File: src/rtl/eth_rx_pkg.sv
// Shared types for the Ethernet RX packer: FSM state encoding, status word layout
// and the reported-length helper.
package eth_rx_pkg;

    localparam int LEN_W   = 11;
    localparam int ST_ERR  = 15;
    localparam int ST_OVF  = 14;
    localparam int ST_RUNT = 13;

    typedef enum logic [2:0] {
        S_IDLE = 3'd0,
        S_RECV = 3'd1,
        S_DROP = 3'd2,
        S_STAT = 3'd3,
        S_DONE = 3'd4,
        S_WAIT = 3'd5
    } state_e;

    // Length reported in the status word; optionally excludes the 4-byte FCS.
    function automatic logic [LEN_W-1:0] frame_len(input logic [LEN_W-1:0] cnt,
                                                  input logic strip);
        logic [LEN_W-1:0] len;
        if (!strip) begin
            len = cnt;
        end else if (cnt < LEN_W'(4)) begin
            len = '0;
        end else begin
            len = cnt - LEN_W'(4);
        end
        return len;
    endfunction

endpackage

File: src/rtl/rx_byte_pack.sv
// Pairs received bytes into little-endian 16-bit words; a lone final byte
// is flushed with a zero high byte.
module rx_byte_pack (
    input  logic        clk_i,
    input  logic        rst_i,
    input  logic        vld_i,
    input  logic [7:0]  dat_i,
    input  logic        eop_i,
    output logic        word_vld_o,
    output logic [15:0] word_o
);

    logic       phase_q, phase_d;
    logic [7:0] lo_q, lo_d;

    // Word completes on the high byte, or early on an end-of-frame low byte.
    always_comb begin
        phase_d    = phase_q;
        lo_d       = lo_q;
        word_vld_o = 1'b0;
        word_o     = 16'h0000;
        if (vld_i) begin
            if (phase_q) begin
                word_vld_o = 1'b1;
                word_o     = {dat_i, lo_q};
                phase_d    = 1'b0;
            end else begin
                lo_d = dat_i;
                if (eop_i) begin
                    word_vld_o = 1'b1;
                    word_o     = {8'h00, dat_i};
                    phase_d    = 1'b0;
                end else begin
                    phase_d = 1'b1;
                end
            end
        end else begin
            phase_d = phase_q;
        end
    end

    // Phase and held low byte.
    always_ff @(posedge clk_i) begin
        if (rst_i) begin
            phase_q <= 1'b0;
            lo_q    <= 8'h00;
        end else begin
            phase_q <= phase_d;
            lo_q    <= lo_d;
        end
    end

endmodule

File: src/rtl/eth_rx_packer.sv
// Ethernet RX packer: writes one frame per buffer grant, then a status/length word at address 0.
// Optional macro ETH_RX_CRCSTRIP_EN: status length excludes the 4 FCS bytes (FCS still stored).
module eth_rx_packer
    import eth_rx_pkg::*;
#(
    parameter int AW     = 10,
    parameter int MINLEN = 64
) (
    input  logic          eth_clk_i,
    input  logic          eth_rst_i,
    input  logic          rx_dv_i,
    input  logic [7:0]    rx_dat_i,
    input  logic          rx_eop_i,
    input  logic          rx_err_i,
    input  logic          buf_rdy_i,
    output logic [AW-1:0] eth_adr_o,
    output logic [15:0]   eth_dat_o,
    output logic          eth_we_o,
    output logic          done_o,
    output logic          busy_o,
    output logic [7:0]    drop_cnt_o
);

`ifdef ETH_RX_CRCSTRIP_EN
    localparam logic STRIP = 1'b1;
`else
    localparam logic STRIP = 1'b0;
`endif
    localparam logic [LEN_W-1:0] CNT_MAX  = {LEN_W{1'b1}};
    localparam logic [11:0]      WMAX     = 12'((1 << AW) - 1);
    localparam logic [LEN_W-1:0] RUNT_LEN = LEN_W'(MINLEN);

    state_e           state_q;
    logic [LEN_W-1:0] cnt_q;
    logic             err_q, ovf_q;
    logic [AW-1:0]    adr_q;
    logic [15:0]      dat_q;
    logic             we_q, done_q, busy_q;
    logic [7:0]       drop_q;

    logic             take_s, in_range_s, word_vld_s;
    logic [15:0]      word_s, stat_s;
    logic [11:0]      widx_s;
    logic [LEN_W-1:0] len_s;

    rx_byte_pack u_pack (
        .clk_i      (eth_clk_i),
        .rst_i      (eth_rst_i),
        .vld_i      (take_s),
        .dat_i      (rx_dat_i),
        .eop_i      (rx_eop_i),
        .word_vld_o (word_vld_s),
        .word_o     (word_s)
    );

    // Byte acceptance, buffer range check and status word assembly.
    always_comb begin
        take_s     = rx_dv_i & ((state_q == S_RECV) | ((state_q == S_IDLE) & buf_rdy_i));
        widx_s     = {2'b00, cnt_q[LEN_W-1:1]};
        in_range_s = (widx_s < WMAX) & (cnt_q != CNT_MAX);
        len_s      = frame_len(cnt_q, STRIP);
        stat_s              = 16'h0000;
        stat_s[LEN_W-1:0]   = len_s;
        stat_s[ST_ERR]      = err_q;
        stat_s[ST_OVF]      = ovf_q;
        stat_s[ST_RUNT]     = (len_s < RUNT_LEN);
    end

    // Frame FSM with registered buffer-write, handshake and counter outputs.
    always_ff @(posedge eth_clk_i) begin
        if (eth_rst_i) begin
            state_q <= S_IDLE;
            cnt_q   <= '0;
            err_q   <= 1'b0;
            ovf_q   <= 1'b0;
            adr_q   <= '0;
            dat_q   <= 16'h0000;
            we_q    <= 1'b0;
            done_q  <= 1'b0;
            busy_q  <= 1'b0;
            drop_q  <= 8'h00;
        end else begin
            we_q   <= 1'b0;
            done_q <= 1'b0;
            if (take_s) begin
                cnt_q <= (cnt_q == CNT_MAX) ? cnt_q : cnt_q + LEN_W'(1);
                if (!in_range_s) ovf_q <= 1'b1;
            end
            if (rx_err_i && (take_s || state_q == S_RECV)) err_q <= 1'b1;
            // Data words land at word index + 1; word 0 is reserved for status.
            if (word_vld_s && in_range_s) begin
                we_q  <= 1'b1;
                adr_q <= AW'(widx_s + 12'd1);
                dat_q <= word_s;
            end
            case (state_q)
                S_IDLE: begin
                    if (rx_dv_i && buf_rdy_i) begin
                        state_q <= rx_eop_i ? S_STAT : S_RECV;
                        busy_q  <= 1'b1;
                    end else if (rx_dv_i) begin
                        drop_q  <= (drop_q == 8'hFF) ? drop_q : drop_q + 8'd1;
                        state_q <= rx_eop_i ? S_IDLE : S_DROP;
                        busy_q  <= 1'b0;
                    end else begin
                        state_q <= S_IDLE;
                        busy_q  <= 1'b0;
                    end
                end
                S_RECV: begin
                    busy_q <= 1'b1;
                    if (rx_dv_i && rx_eop_i) state_q <= S_STAT;
                end
                S_STAT: begin
                    we_q    <= 1'b1;
                    adr_q   <= '0;
                    dat_q   <= stat_s;
                    busy_q  <= 1'b0;
                    state_q <= S_DONE;
                end
                S_DONE: begin
                    done_q  <= 1'b1;
                    cnt_q   <= '0;
                    err_q   <= 1'b0;
                    ovf_q   <= 1'b0;
                    state_q <= S_WAIT;
                end
                S_WAIT: begin
                    if (rx_dv_i) begin
                        drop_q <= (drop_q == 8'hFF) ? drop_q : drop_q + 8'd1;
                        if (rx_eop_i) state_q <= buf_rdy_i ? S_WAIT : S_IDLE;
                        else          state_q <= S_DROP;
                    end else if (!buf_rdy_i) begin
                        state_q <= S_IDLE;
                    end
                end
                S_DROP: begin
                    if (rx_dv_i && rx_eop_i) state_q <= buf_rdy_i ? S_WAIT : S_IDLE;
                end
                default: begin
                    state_q <= S_IDLE;
                    busy_q  <= 1'b0;
                end
            endcase
        end
    end

    assign eth_adr_o  = adr_q;
    assign eth_dat_o  = dat_q;
    assign eth_we_o   = we_q;
    assign done_o     = done_q;
    assign busy_o     = busy_q;
    assign drop_cnt_o = drop_q;

endmodule

File: config.mk
export PLATFORM = sky130hd
export DESIGN_NAME = eth_rx_packer
export DESIGN_NICKNAME = d
export VERILOG_FILES = /design/src/rtl/eth_rx_pkg.sv /design/src/rtl/rx_byte_pack.sv /design/src/rtl/eth_rx_packer.sv
export SDC_FILE = /design/constraint.sdc
export NUM_CORES = 1
export LEC_CHECK = 0
export ABC_AREA = 1
export BUFFER_PORTS_ARGS = -buffer_cell sky130_fd_sc_hd__buf_4
export CAP_MARGIN = 15
export CORE_UTILIZATION = 40
export DETAILED_ROUTE_END_ITERATION = 12
export MAX_ROUTING_LAYER = met4
export PLACE_DENSITY = 0.72
export SYNTH_ARGS = -nofsm -noshare
export SYNTH_HDL_FRONTEND = slang
export SYNTH_SLANG_ARGS = --single-unit
File: constraint.sdc
create_clock -name eth_clk_i -period 1.95 [get_ports eth_clk_i]
set_input_delay 0.39 -clock eth_clk_i [delete_from_list [all_inputs] [get_ports eth_clk_i]]
set_output_delay 0.39 -clock eth_clk_i [all_outputs]
set_load 0.01 [all_outputs]
==> results by group <==
STA
  • RSZ-0062 raised after global routing: false
  • Ratio of final minimum period to clock period: 87.7%
  • Relative slew slack: 65.1%
  • Fmax: 585 MHz
  • Layout Skew: 0.00925 ns
  • Final-report max-slew violation count: 0
  • Post-Route Setup TNS: 0 ns
  • Period minus WS final: 1.71 ns
  • Final setup violation count: 0
  • Hold WS: 0.303 ns
  • Final-report hold violation count: 0
  • Worst Tran Pin Value: 0.523 ns

Floorplanning
  • Die width: 89.8 um
  • Row count: 31
  • Chip height: 89.8 um
  • Initial Util: 42.0%
  • Core ar.: 7330 sq um
  • Die Area: 8060 sq um
  • Ports: 51

Detailed routing
  • Drt first pass iters: 5
  • Drt wl/cell: 13.3 um
  • DR vias: 2,994
  • Vias per inst: 5.09
  • Routed Antenna Nets: 0
  • Final WL: 7800 um
  • Iter 0 DRT Violations: 284
  • Drt drc: 0

CTS
  • Total CTS buffers: 9
  • Clock Sinks: 62
  • Clock root buffer: clkbuf_8
  • Hold-fix buffers, CTS: 0
  • Max clock buf depth: 2
  • CTS tree: done
  • Clock latency on the worst-skew pair: 0.35 ns
  • Post-CTS Setup Bufs: 0
  • Post_cts resized: 0
  • Htree depth: 3
  • Clock-pin slew on the worst setup and hold paths: 0.07 ns

Power and ir drop
  • Seq pwr share: 38.1%
  • Combinational Power Share: 32.5%
  • Design internal power: 2.72 mW
  • Psw: 1.56 mW
  • Worst vdd ir: 0.643 mV
  • Leak: 1.51 nW
  • Clock Power Share: 29.5%
  • Cell Pwr Density: 1140 nW/um^2
  • Net Sw Frac: 36.4%

Critical path
  • Critical-path cell list: ha_1, inv_1, nor2_2, nand3_2, nand2_4, inv_2, nand2_4, nand3_1, a21oi_1
  • Worst flop-to-flop path endpoint: eth_dat_o[7]
  • Critical path's top delay family: simple AND/OR/NAND/NOR gates
  • Worst R2R Start: cnt_q[1]
  • Slowest cell on crit path: dfxtp_1
  • CP bufs+invs: 2
  • Critical Path Source Type: register
  • Max incr delay on CP: 0.41 ns
  • Path depth of the worst reg2reg path: 9
  • FF-to-FF setup slack: 0.24 ns
  • Critical Path End Type: register
  • Classification of the worst setup path: register to register
  • Maximum fanout along the worst path: 23
  • Crit path required time: 2.23 ns
  • Worst path most repeated cell: nand2_4
  • Critical Path AT: 1.99 ns

Min path
  • WHS Path Cells: 3
  • Origin of the worst min-delay path: rx_dat_i[3]
  • WHS Endpoint: eth_dat_o[11]
  • Hold Crit Class: input port to register

GRT
  • GRT busiest layer: met2
  • GRT met2 Usage: 34.9%
  • M1 GR Usage: 24.2%
  • Largest net degree at the start of global routing: 31
  • Gr usage total: 20.9%
  • Vias in the first global route: 2,866
  • Initial antenna violation count: 0
  • Gr ovfl total: 0
  • Global-route wire length before repair: 13,200 um
  • Met3 Track Usage GR: 6.18%

Cells and area
  • Fill cells: 710
  • Commonest non-fill, non-tap cell in the layout: a21oi_1
  • Most frequent cells in the layout: a21oi_1 (78), nand2_1 (76), dfxtp_1 (62)
  • Antenna cell count: 0
  • Share of post-route cells with drive strength above 1: 20.7%
  • P&R area growth vs syn: 22.1%
  • Final #Nets: 501

Outcome
  • Status: finished, final reports clean

Placement
  • Placer Congestion: 0.861
  • I/O Buffers: 50
  • Hpwl dp: 5590 um

Run
  • Max-capacitance violation count: 0

Yosys
  • Synthesized area per cell: 7.08 sq um
  • Yosys top cell by area: dfxtp_1
  • Synth top area cells: dfxtp_1 (40%), a21oi_1 (13%), nand2_1 (9.3%)
  • Share of the synthesized area in the top cell type: 40.3%
  • Post-Synthesis Net Count: 452
  • Ys async rst share: 0%
  • Cell Area, Synth: 3080 sq um
  • Register area share after synthesis: 40.3%
  • Distinct cells, synth: 25
  • Number of synthesized register bits: 62
  • Warnings from Yosys: 0
  • Top FF cell, synth: dfxtp_1
  • Cells after Synth: 435
  • EDFF count, synth: 0
## stage by stage
step                      power (mW)  cells  worst slack (ns)  util (%)  area [sq um]
after global placement          3.01    572             0.293      48.3          3540
after floorplan                 2.62    435             0.470         -          3080
after detailed placement        3.04    572             0.244      48.3          3540
after global routing            4.55    588            0.0320      51.3          3760
after CTS                       4.30    588             0.248      51.3          3760
final                           4.27    588             0.240      51.3          3760
## worst max-delay path by stage
stage,from,to,depth (start not counted),slack [ns]
after floorplan,drop_cnt_o[0],drop_cnt_o[1],8,0.47
after global placement,rx_dv_i,eth_adr_o[9],10,0.29
after detailed placement,cnt_q[1],eth_dat_o[7],9,0.24
after CTS,cnt_q[1],eth_dat_o[7],9,0.25
after global routing,cnt_q[1],eth_dat_o[0],9,0.03
final,cnt_q[1],eth_dat_o[7],9,0.24
## state kept, by name (all words and copies together) (netlist names)
name / count
busy_o: 1
cnt_q: 11
done_o: 1
drop_cnt_o: 8
err_q: 1
eth_adr_o: 10
eth_dat_o: 16
eth_we_o: 1
ovf_q: 1
state_q: 3
u_pack.lo_q: 8
u_pack.phase_q: 1
## cell families after synthesis
group                      Yosys count  share of synthesized area [%]
AOI/OAI and AO/OA                  104                           16.9
xor gates and xnor gates            10                           2.84
adders and majority gates            3                           1.22
buffers and inverters               53                           7.88
DFF                                 62                           40.3
and+or+nand+nor                    203                           30.9
## Yosys cell counts, types with 3 or more instances
cell,number
nand2_4,3
ha_1,3
xor2_1,7
nor2_4,4
nand3_1,48
clkbuf_1,6
o21ai_0,19
nand2_1,76
a21oi_1,78
buf_4,5
o21ai_1,7
buf_2,8
dfxtp_1,62
nor3_1,4
xnor2_1,3
nand4_1,3
nand2_2,6
nor2_1,51
inv_1,26
nand3_2,5
inv_2,5
## metal layers
| metal | wire length, um | part of all wire (%) |
|---|---|---|
| met1 | 3420 | 44 |
| met5 | 0 | 0 |
| met4 | 133 | 1.7 |
| met3 | 411 | 5.3 |
| met2 | 3830 | 49 |
## power by group through the flow
stage	sequential [mW]	clock, mW	combinational, mW
final	1.63	1.26	1.39
after global routing	1.65	1.34	1.55
after CTS	1.63	1.28	1.39
after detailed placement	1.65	0	1.38
after global placement	1.65	0	1.37
after floorplan	1.66	0	0.958
## final cells by class
class	count	area, sq um	share of cell area [%]
well taps	99	124	3.29
clock buffers	10	138	3.66
multi-input cells	320	1600	42.5
repair buffers	59	455	12.1
clock inverters	6	85.1	2.26
flip-flops and latches	62	1240	33.0
inverters	32	120	3.19
## worst register-to-register path, cell delays in order (launching register included)
cell and delay [ns]:
dfxtp_1 0.41, ha_1 0.23, inv_1 0.07, nor2_2 0.14, nand3_2 0.13, nand2_4 0.11, inv_2 0.05, nand2_4 0.22
nand3_1 0.14, a21oi_1 0.16
Note: power is estimated with default switching activity, not from simulation.
